--- config.mk ---
export PLATFORM = sky130hd
export DESIGN_NAME = conv2d_engine
export DESIGN_NICKNAME = d
export VERILOG_FILES = /design/src/rtl/conv2d_pkg.sv /design/src/rtl/conv2d_window_ctr.sv /design/src/rtl/conv2d_engine.sv
export SDC_FILE = /design/constraint.sdc
export NUM_CORES = 2
export LEC_CHECK = 0
export ABC_AREA = 1
export CAP_MARGIN = 20
export CORE_MARGIN = 4
export CORE_UTILIZATION = 49
export CTS_CLUSTER_DIAMETER = 30
export CTS_CLUSTER_SIZE = 28
export DETAILED_ROUTE_END_ITERATION = 10
export PLACE_DENSITY = 0.76
export SYNTH_ARGS = -nofsm -noshare
export SYNTH_HDL_FRONTEND = slang
export SYNTH_HIERARCHICAL = 1
export SYNTH_SLANG_ARGS = --single-unit
--- constraint.sdc ---
create_clock -name clock -period 8.7 [get_ports clock]
set_clock_uncertainty 0.15 [all_clocks]
set_input_delay 2.175 -clock clock [delete_from_list [all_inputs] [get_ports clock]]
set_output_delay 2.175 -clock clock [all_outputs]
set_load 0.02 [all_outputs]
--- src/rtl/conv2d_pkg.sv ---
// Shared types and helpers for the conv2d engine.
// Optional feature: define CONV2D_RELU_EN to fuse ReLU into requantisation.
package conv2d_pkg;

  typedef enum logic [2:0] {IDLE, LOAD, MAC, WRITE, FIN} state_t;

  function automatic int acc_width(input int width_bit, input int ker, input int ch);
    return 2 * width_bit + $clog2(ker * ker * ch);
  endfunction

  function automatic int out_dim(input int img, input int ker, input int stride);
    return (img - ker) / stride + 1;
  endfunction

  // Clamp a shifted accumulator to the output range (non-negative with ReLU).
  function automatic longint saturate(input longint q, input int width_bit);
    longint hi;
    longint lo;
    hi = (longint'(1) <<< (width_bit - 1)) - 1;
`ifdef CONV2D_RELU_EN
    lo = 0;
`else
    lo = -hi - 1;
`endif
    if (q > hi) return hi;
    if (q < lo) return lo;
    return q;
  endfunction

endpackage

--- src/rtl/conv2d_window_ctr.sv ---
// Channel / column / row counters for the window position, with terminal flags.
module conv2d_window_ctr #(
  parameter int CH   = 1,
  parameter int OUT  = 5,
  parameter int CH_W = 1,
  parameter int RC_W = 4
) (
  input  logic            clock,
  input  logic            nreset,
  input  logic            clear,
  input  logic            inc_ch,
  input  logic            inc_pix,
  output logic [CH_W-1:0] ch,
  output logic [RC_W-1:0] row,
  output logic [RC_W-1:0] col,
  output logic            last_ch,
  output logic            last_pix
);

  logic last_col;

  assign last_ch  = (ch == CH_W'(CH - 1));
  assign last_col = (col == RC_W'(OUT - 1));
  assign last_pix = last_col && (row == RC_W'(OUT - 1));

  always_ff @(posedge clock or negedge nreset) begin
    if (!nreset) begin
      ch  <= '0;
      row <= '0;
      col <= '0;
    end else if (clear) begin
      ch  <= '0;
      row <= '0;
      col <= '0;
    end else if (inc_pix) begin
      ch <= '0;
      if (last_col) begin
        col <= '0;
        row <= last_pix ? '0 : row + 1'b1;
      end else begin
        col <= col + 1'b1;
      end
    end else if (inc_ch) begin
      ch <= ch + 1'b1;
    end
  end

endmodule

--- src/rtl/conv2d_engine.sv ---
// Multi-channel 2-D convolution engine: LOAD/MAC per channel, WRITE per pixel.
// Optional feature: define CONV2D_RELU_EN to fuse ReLU into requantisation.
module conv2d_engine
  import conv2d_pkg::*;
#(
  parameter int IMG       = 7,
  parameter int KER       = 3,
  parameter int STRIDE    = 1,
  parameter int CH        = 1,
  parameter int WIDTH_BIT = 8,
  parameter int SHIFT     = 2,
  localparam int OUT      = out_dim(IMG, KER, STRIDE),
  localparam int RC_W     = $clog2(OUT) + 1
) (
  input  logic                        clock,
  input  logic                        nreset,
  input  logic                        start,
  input  logic signed [WIDTH_BIT-1:0] inp_matrix [CH][IMG][IMG],
  input  logic signed [WIDTH_BIT-1:0] kernel     [CH][KER][KER],
  output logic                        busy,
  output logic                        done,
  output logic                        pix_valid,
  output logic [RC_W-1:0]             pix_row,
  output logic [RC_W-1:0]             pix_col,
  output logic signed [WIDTH_BIT-1:0] pix_data,
  output logic signed [WIDTH_BIT-1:0] out_matrix [OUT][OUT]
);

  localparam int ACC_W = acc_width(WIDTH_BIT, KER, CH);
  localparam int CH_W  = (CH > 1) ? $clog2(CH) : 1;

  state_t                      state;
  logic signed [ACC_W-1:0]     acc;
  logic signed [ACC_W-1:0]     mac_sum;
  logic signed [WIDTH_BIT-1:0] win  [KER][KER];
  logic signed [WIDTH_BIT-1:0] kwin [KER][KER];
  logic signed [WIDTH_BIT-1:0] q;
  logic [CH_W-1:0]             ch;
  logic [RC_W-1:0]             row;
  logic [RC_W-1:0]             col;
  logic                        last_ch;
  logic                        last_pix;

  conv2d_window_ctr #(
    .CH  (CH),
    .OUT (OUT),
    .CH_W(CH_W),
    .RC_W(RC_W)
  ) u_ctr (
    .clock   (clock),
    .nreset  (nreset),
    .clear   (state == IDLE && start),
    .inc_ch  (state == MAC && !last_ch),
    .inc_pix (state == WRITE),
    .ch      (ch),
    .row     (row),
    .col     (col),
    .last_ch (last_ch),
    .last_pix(last_pix)
  );

  // NOTE: combinational accumulation uses blocking '=' so each term sees the running sum.
  always_comb begin
    mac_sum = '0;
    for (int k = 0; k < KER; k++)
      for (int l = 0; l < KER; l++)
        mac_sum = mac_sum + ACC_W'(win[k][l]) * ACC_W'(kwin[k][l]);
  end

  always_comb q = WIDTH_BIT'(saturate(longint'(acc >>> SHIFT), WIDTH_BIT));

  // NOTE: the window is scratch storage fully rewritten before use, so it carries no reset;
  // out_matrix is a visible output and is reset with the rest of the state.
  always_ff @(posedge clock) begin
    if (state == LOAD) begin
      for (int k = 0; k < KER; k++)
        for (int l = 0; l < KER; l++) begin
          win[k][l]  <= inp_matrix[ch][int'(row) * STRIDE + k][int'(col) * STRIDE + l];
          kwin[k][l] <= kernel[ch][k][l];
        end
    end
  end

  always_ff @(posedge clock or negedge nreset) begin
    if (!nreset) begin
      state     <= IDLE;
      acc       <= '0;
      busy      <= 1'b0;
      done      <= 1'b0;
      pix_valid <= 1'b0;
      pix_row   <= '0;
      pix_col   <= '0;
      pix_data  <= '0;
      for (int r = 0; r < OUT; r++)
        for (int c = 0; c < OUT; c++)
          out_matrix[r][c] <= '0;
    end else begin
      done      <= 1'b0;
      pix_valid <= 1'b0;
      unique case (state)
        IDLE: if (start) begin
          acc   <= '0;
          busy  <= 1'b1;
          state <= LOAD;
        end
        LOAD: state <= MAC;
        MAC: begin
          acc   <= acc + mac_sum;
          state <= last_ch ? WRITE : LOAD;
        end
        WRITE: begin
          pix_valid             <= 1'b1;
          pix_row               <= row;
          pix_col               <= col;
          pix_data              <= q;
          out_matrix[row][col]  <= q;
          acc                   <= '0;
          state                 <= last_pix ? FIN : LOAD;
        end
        FIN: begin
          done  <= 1'b1;
          busy  <= 1'b0;
          state <= IDLE;
        end
        default: state <= IDLE;
      endcase
    end
  end

endmodule

After elaboration in Yosys (flattened, before gate mapping)
Memory sizes are Yosys's and may differ from the RTL's.
Cells that the tools add are included.
Word-level totals
  bits in registers: 251
  RAM bits: 144
  input port bits: 467
  output and inout port bits: 219
  word-level logic and storage cells: 177
  memories: 2
Memories
  kwin: words 3, width 24, rd ports 3, clocked after Yosys merged registers in 0, write ports 3, RTL line conv2d_engine.sv:36  | logic signed [WIDTH_BIT-1:0] kwin [KER][KER];
  win: words 3, width 24, rd ports 3, clocked after Yosys merged registers in 0, write ports 3, RTL line conv2d_engine.sv:35  | logic signed [WIDTH_BIT-1:0] win [KER][KER];
Cells by class
  $add $sub $neg: 16
  multipliers: 9
  magnitude comparators: 13
  equality and inequality tests: 7
  multiplexer cells: 72
  bitwise gates (word level): 8
  reduce and logical (&&, ||, !) cells: 14
Operator list (count)
  $bmux 56 s3: 3
  $mux 392: 1
  $mux 56: 6
  $bmux 8 s3: 9
  $bwmux 200: 1
  $ge 32x4->1 const B: 6
  $mux 8: 22
  $mul 8x8->16: 9
  $not 5->32: 4
  $demux 40 s3: 1
  $add 20x16->20: 4
  $mux 72: 1
  $not 4->32: 2
  $pmux 20 s3: 1
  $mux 40: 1
  $mux 4: 7
  $demux 8 s3: 1
  $add 19x16->20: 1
  $add 20x20->20: 1
  $mux 20: 1
  $add 18x16->19: 1
  $add 17x16->18: 1
  $gt 18x8->1 const B: 1
  $lt 18x8->1 const B: 1
  other kinds (25): 53

Depth between registers and ports, before layout
An unclocked memory read counts as a cell.
  word-level depth: 12
  gate-level depth with buffers: 36
  depth with buffers taken out: 35

Cells and area by module
Netlist, hierarchy kept.
Modules (own cells, without submodules)
  conv2d_engine: instances 1, cells an instance 6990, area each 53166.0 µm², seq. area each 10380.0 µm²
  conv2d_window_ctr: instances 1, cells an instance 61, area each 506.7 µm², seq. area each 225.2 µm²

Worst setup path after synthesis
OpenSTA, ideal clock, no wires.
  path kind: reg-to-reg
  start point: mem kwin[0][16] (netlist name)
  end point: reg acc[19]
  library setup time: 0.118 ns
  arrival time: 7.237 ns
  data required time: 8.432 ns
  path slack: 1.196 ns
  stages on the path, launching flop included: 28
  path buffers: 1
  clock period less this slack: 7.504 ns
  path through: edfxtp_1 clkbuf_1 nand2_1 inv_1 fa_1 fa_1 fa_1 inv_1 fa_1 inv_1 fa_1 inv_1 fa_1 inv_1 fa_1 fa_1 fa_1 inv_1 fa_1 inv_1 ha_1 a21o_1 o21ai_0 nand2_1 a31oi_1 nand3_1 nand3_1 nand2_1
RTL lines
  start, declared: RTL line conv2d_engine.sv:36
  end signal, assigned: RTL line conv2d_engine.sv:108  | acc <= acc + mac_sum;
  end, declared: RTL line conv2d_engine.sv:33  | logic signed [ACC_W-1:0] acc;

==> flow_metrics.env <==
export IMPL_arrival_ns=8.56
export IMPL_setup_violations=0
export IMPL_drtIter0Drc=6117
export IMPL_track_usage_pct=36.90
export IMPL_start_util_pct=49.31
export IMPL_rsz0062_at_grt="no"
export IMPL_dr_total_vias=49760
export IMPL_hold_viol=0
export IMPL_area_growth_pct=20.12
export IMPL_synth_cell_types=52
export IMPL_vias_per_cell=5.549
export IMPL_dpl_hpwl_mm=174.5
export IMPL_path_class="flop to flop"
export IMPL_cp_max_fo=8
export IMPL_fp_row_count=121
export IMPL_cpMostUsedCell="inv_1"
export IMPL_ctsResizeCount=0
export IMPL_status="finished, final reports clean"
export IMPL_clock_path_buffers=3
export IMPL_fp_dieW_um=339.0
export IMPL_ys_async_sr_fraction_pct=63.54
export IMPL_setup_ws_ns=0.5603
export IMPL_synth_warnings=6
export IMPL_cts_tree="done"
export IMPL_syn_nets=8527
export IMPL_die_h_um=339.0
export IMPL_overflow=0
export IMPL_reg2reg_depth=29
export IMPL_portBuffers=685
export IMPL_cap_violations=0
export IMPL_end_kind="flop"
export IMPL_core_area_um2=108900
export IMPL_wl_per_cell_um=23.97
export IMPL_tightest_slew_ns=1.140
export IMPL_cts_buffers=105
export IMPL_hold_buffers=0
export IMPL_insertion_delay_ns=0.68
export IMPL_place_gp_congestion=1.031
export IMPL_yosysTopAreaCell="fa_1"
export IMPL_ys_ff_latch=395
export IMPL_cp_depth=29
export IMPL_synth_area_um2=53670
export IMPL_grt_pass1_vias=49401
export IMPL_crit_required_ns=9.12
export IMPL_synth_seq_area_share_pct=19.76
export IMPL_cp_buffers_inverters=11
export IMPL_period_share_pct=93.56
export IMPL_hold_class="flop to flop"
export IMPL_max_freq_mhz=122.9
export IMPL_root_buffer="clkbuf_16"
export IMPL_setup_tns_ns=0
export IMPL_cp_top_family="adder cells"
export IMPL_start_kind="flop"
export IMPL_slew_headroom_pct=23.90
export IMPL_drive_above_1_share_pct=4.064
export IMPL_grt_pass1_wl_mm=316.2
export IMPL_synth_edf_count=144
export IMPL_max_stage_delay_ns=0.57
export IMPL_post_cts_buffers=0
export IMPL_synth_most_common_cell="nand2_1"
export IMPL_dpl_worst_slack_ns=0.5651
export IMPL_yosys_top_cells_count="nand2_1 (1,779), inv_1 (1,471), fa_1 (810)"
export IMPL_grt_max_degree=260
export IMPL_routed_wirelength_mm=214.9
export IMPL_clk_pin_slew_ns=0.05
export IMPL_drc=0
export IMPL_synth_top_cell_area_share_pct=30.21
export IMPL_dieArea_um2=114900
export IMPL_dr_pass1_iters=8
export IMPL_num_io_pins=686
export IMPL_slowest_stage="fa_1"
export IMPL_layout_nets=8914
export IMPL_cts_sinks=395
export IMPL_antenna_found_initial=37
export IMPL_synthFlopType="dfrtp_1"
export IMPL_synth_cells=7051
export IMPL_report_final_slew_viol_count=0
export IMPL_syn_avg_cell_area_um2=7.612
export IMPL_ant_nets=0
export IMPL_hold_path_depth=1
export IMPL_synth_area_top_cells="fa_1 (30%), nand2_1 (12%), dfrtp_1 (12%)"
export IMPL_h_tree_depth=3
export IMPL_fin_crit_ns=8.140
per-stage QoR:
| stage | hold slack [ns] | instances | instance area [µm²] | utilization (%) |
|---|---|---|---|---|
| 6_report | 0.3086 | 8967 | 64470 | 59.23 |
| 3_5_place_dp | 0.3040 | 8745 | 60530 | 55.61 |
| 4_1_cts | 0.3119 | 8943 | 64410 | 59.17 |
| 3_3_place_gp | 0.2984 | 8745 | 60530 | 55.61 |
| 2_1_floorplan | 0.2828 | 7051 | 53670 | - |
| 5_1_grt | 0.3416 | 8964 | 64460 | 59.22 |
cell families after synthesis:
kind of cell,Yosys count,synth area share [%]
and+or+nand+nor,2389,17.78
adders and majority gates,1009,34.85
buffers and inverters,1938,14.55
DFF,395,19.76
xor gates and xnor gates,10,0.1632
AOI/OAI and AO/OA,1310,12.90
layout by cell type (no fill, tap or decap), types with 18 or more instances in the layout:
| cell | instances |
|---|---|
| o21ai_0 | 721 |
| nand3_1 | 286 |
| ha_1 | 198 |
| bufinv_16 | 19 |
| clkinv_2 | 25 |
| diode_2 | 24 |
| nand2_1 | 1779 |
| buf_4 | 46 |
| o22ai_1 | 18 |
| fa_1 | 810 |
| o21ai_1 | 137 |
| or2_2 | 29 |
| a21oi_1 | 310 |
| nor2_1 | 249 |
| inv_1 | 1470 |
| o211ai_1 | 61 |
| edfxtp_1 | 144 |
| clkbuf_16 | 107 |
| dfrtp_1 | 246 |
| clkdlybuf4s50_1 | 684 |
path summary, 6_finish.rpt:
kind	from	to	slack [ns]
worst max-delay path	kwin[1][7]$_DFFE_PP_	acc[18]$_DFFE_PN0P_	0.56
worst min-delay path	u_ctr/ch$_DFFE_PN0P_	u_ctr/ch$_DFFE_PN0P_	0.31
worst max register to register	kwin[1][7]$_DFFE_PP_	acc[18]$_DFFE_PN0P_	0.56
worst min register to register	u_ctr/ch$_DFFE_PN0P_	u_ctr/ch$_DFFE_PN0P_	0.31
max in group asynchronous	nreset	acc[2]$_DFFE_PN0P_	5.58
min in group asynchronous	nreset	out_matrix[86]$_DFFE_PN0P_	1.22
layout make-up:
type,instances,area [µm²]
inverter,1484,5585
clock inverter,75,1082
tap,1414,1769
clock buffer,123,2798
fill,9675,44380
sequential,395,10620
multi-input combinational,4718,35290
timing repair buffer,734,7267
antenna,24,60.06
state kept, by name, summed over array words and instances (netlist names):
signal,count
u_ctr/col,4
pix_valid,1
state,3
pix_row,4
kwin,72
win,72
acc,20
pix_col,4
busy,1
done,1
u_ctr/ch,1
u_ctr/row,4
out_matrix,200
pix_data,8
routing by layer:
| metal | up-vias | GRT usage [%] | share of wire (%) |
|---|---|---|---|
| met1 | 24093 | 47.20 | 37 |
| met4 | 6 | 22.68 | 7.5 |
| li1 | 22268 | - | - |
| met2 | 2838 | 58.07 | 46 |
| met3 | 555 | 7.201 | 9.9 |
| met5 | - | 0 | 0.019 |
Power is not shown: default switching activity piles up to over one toggle a cycle in this logic, so the estimate is an artifact.
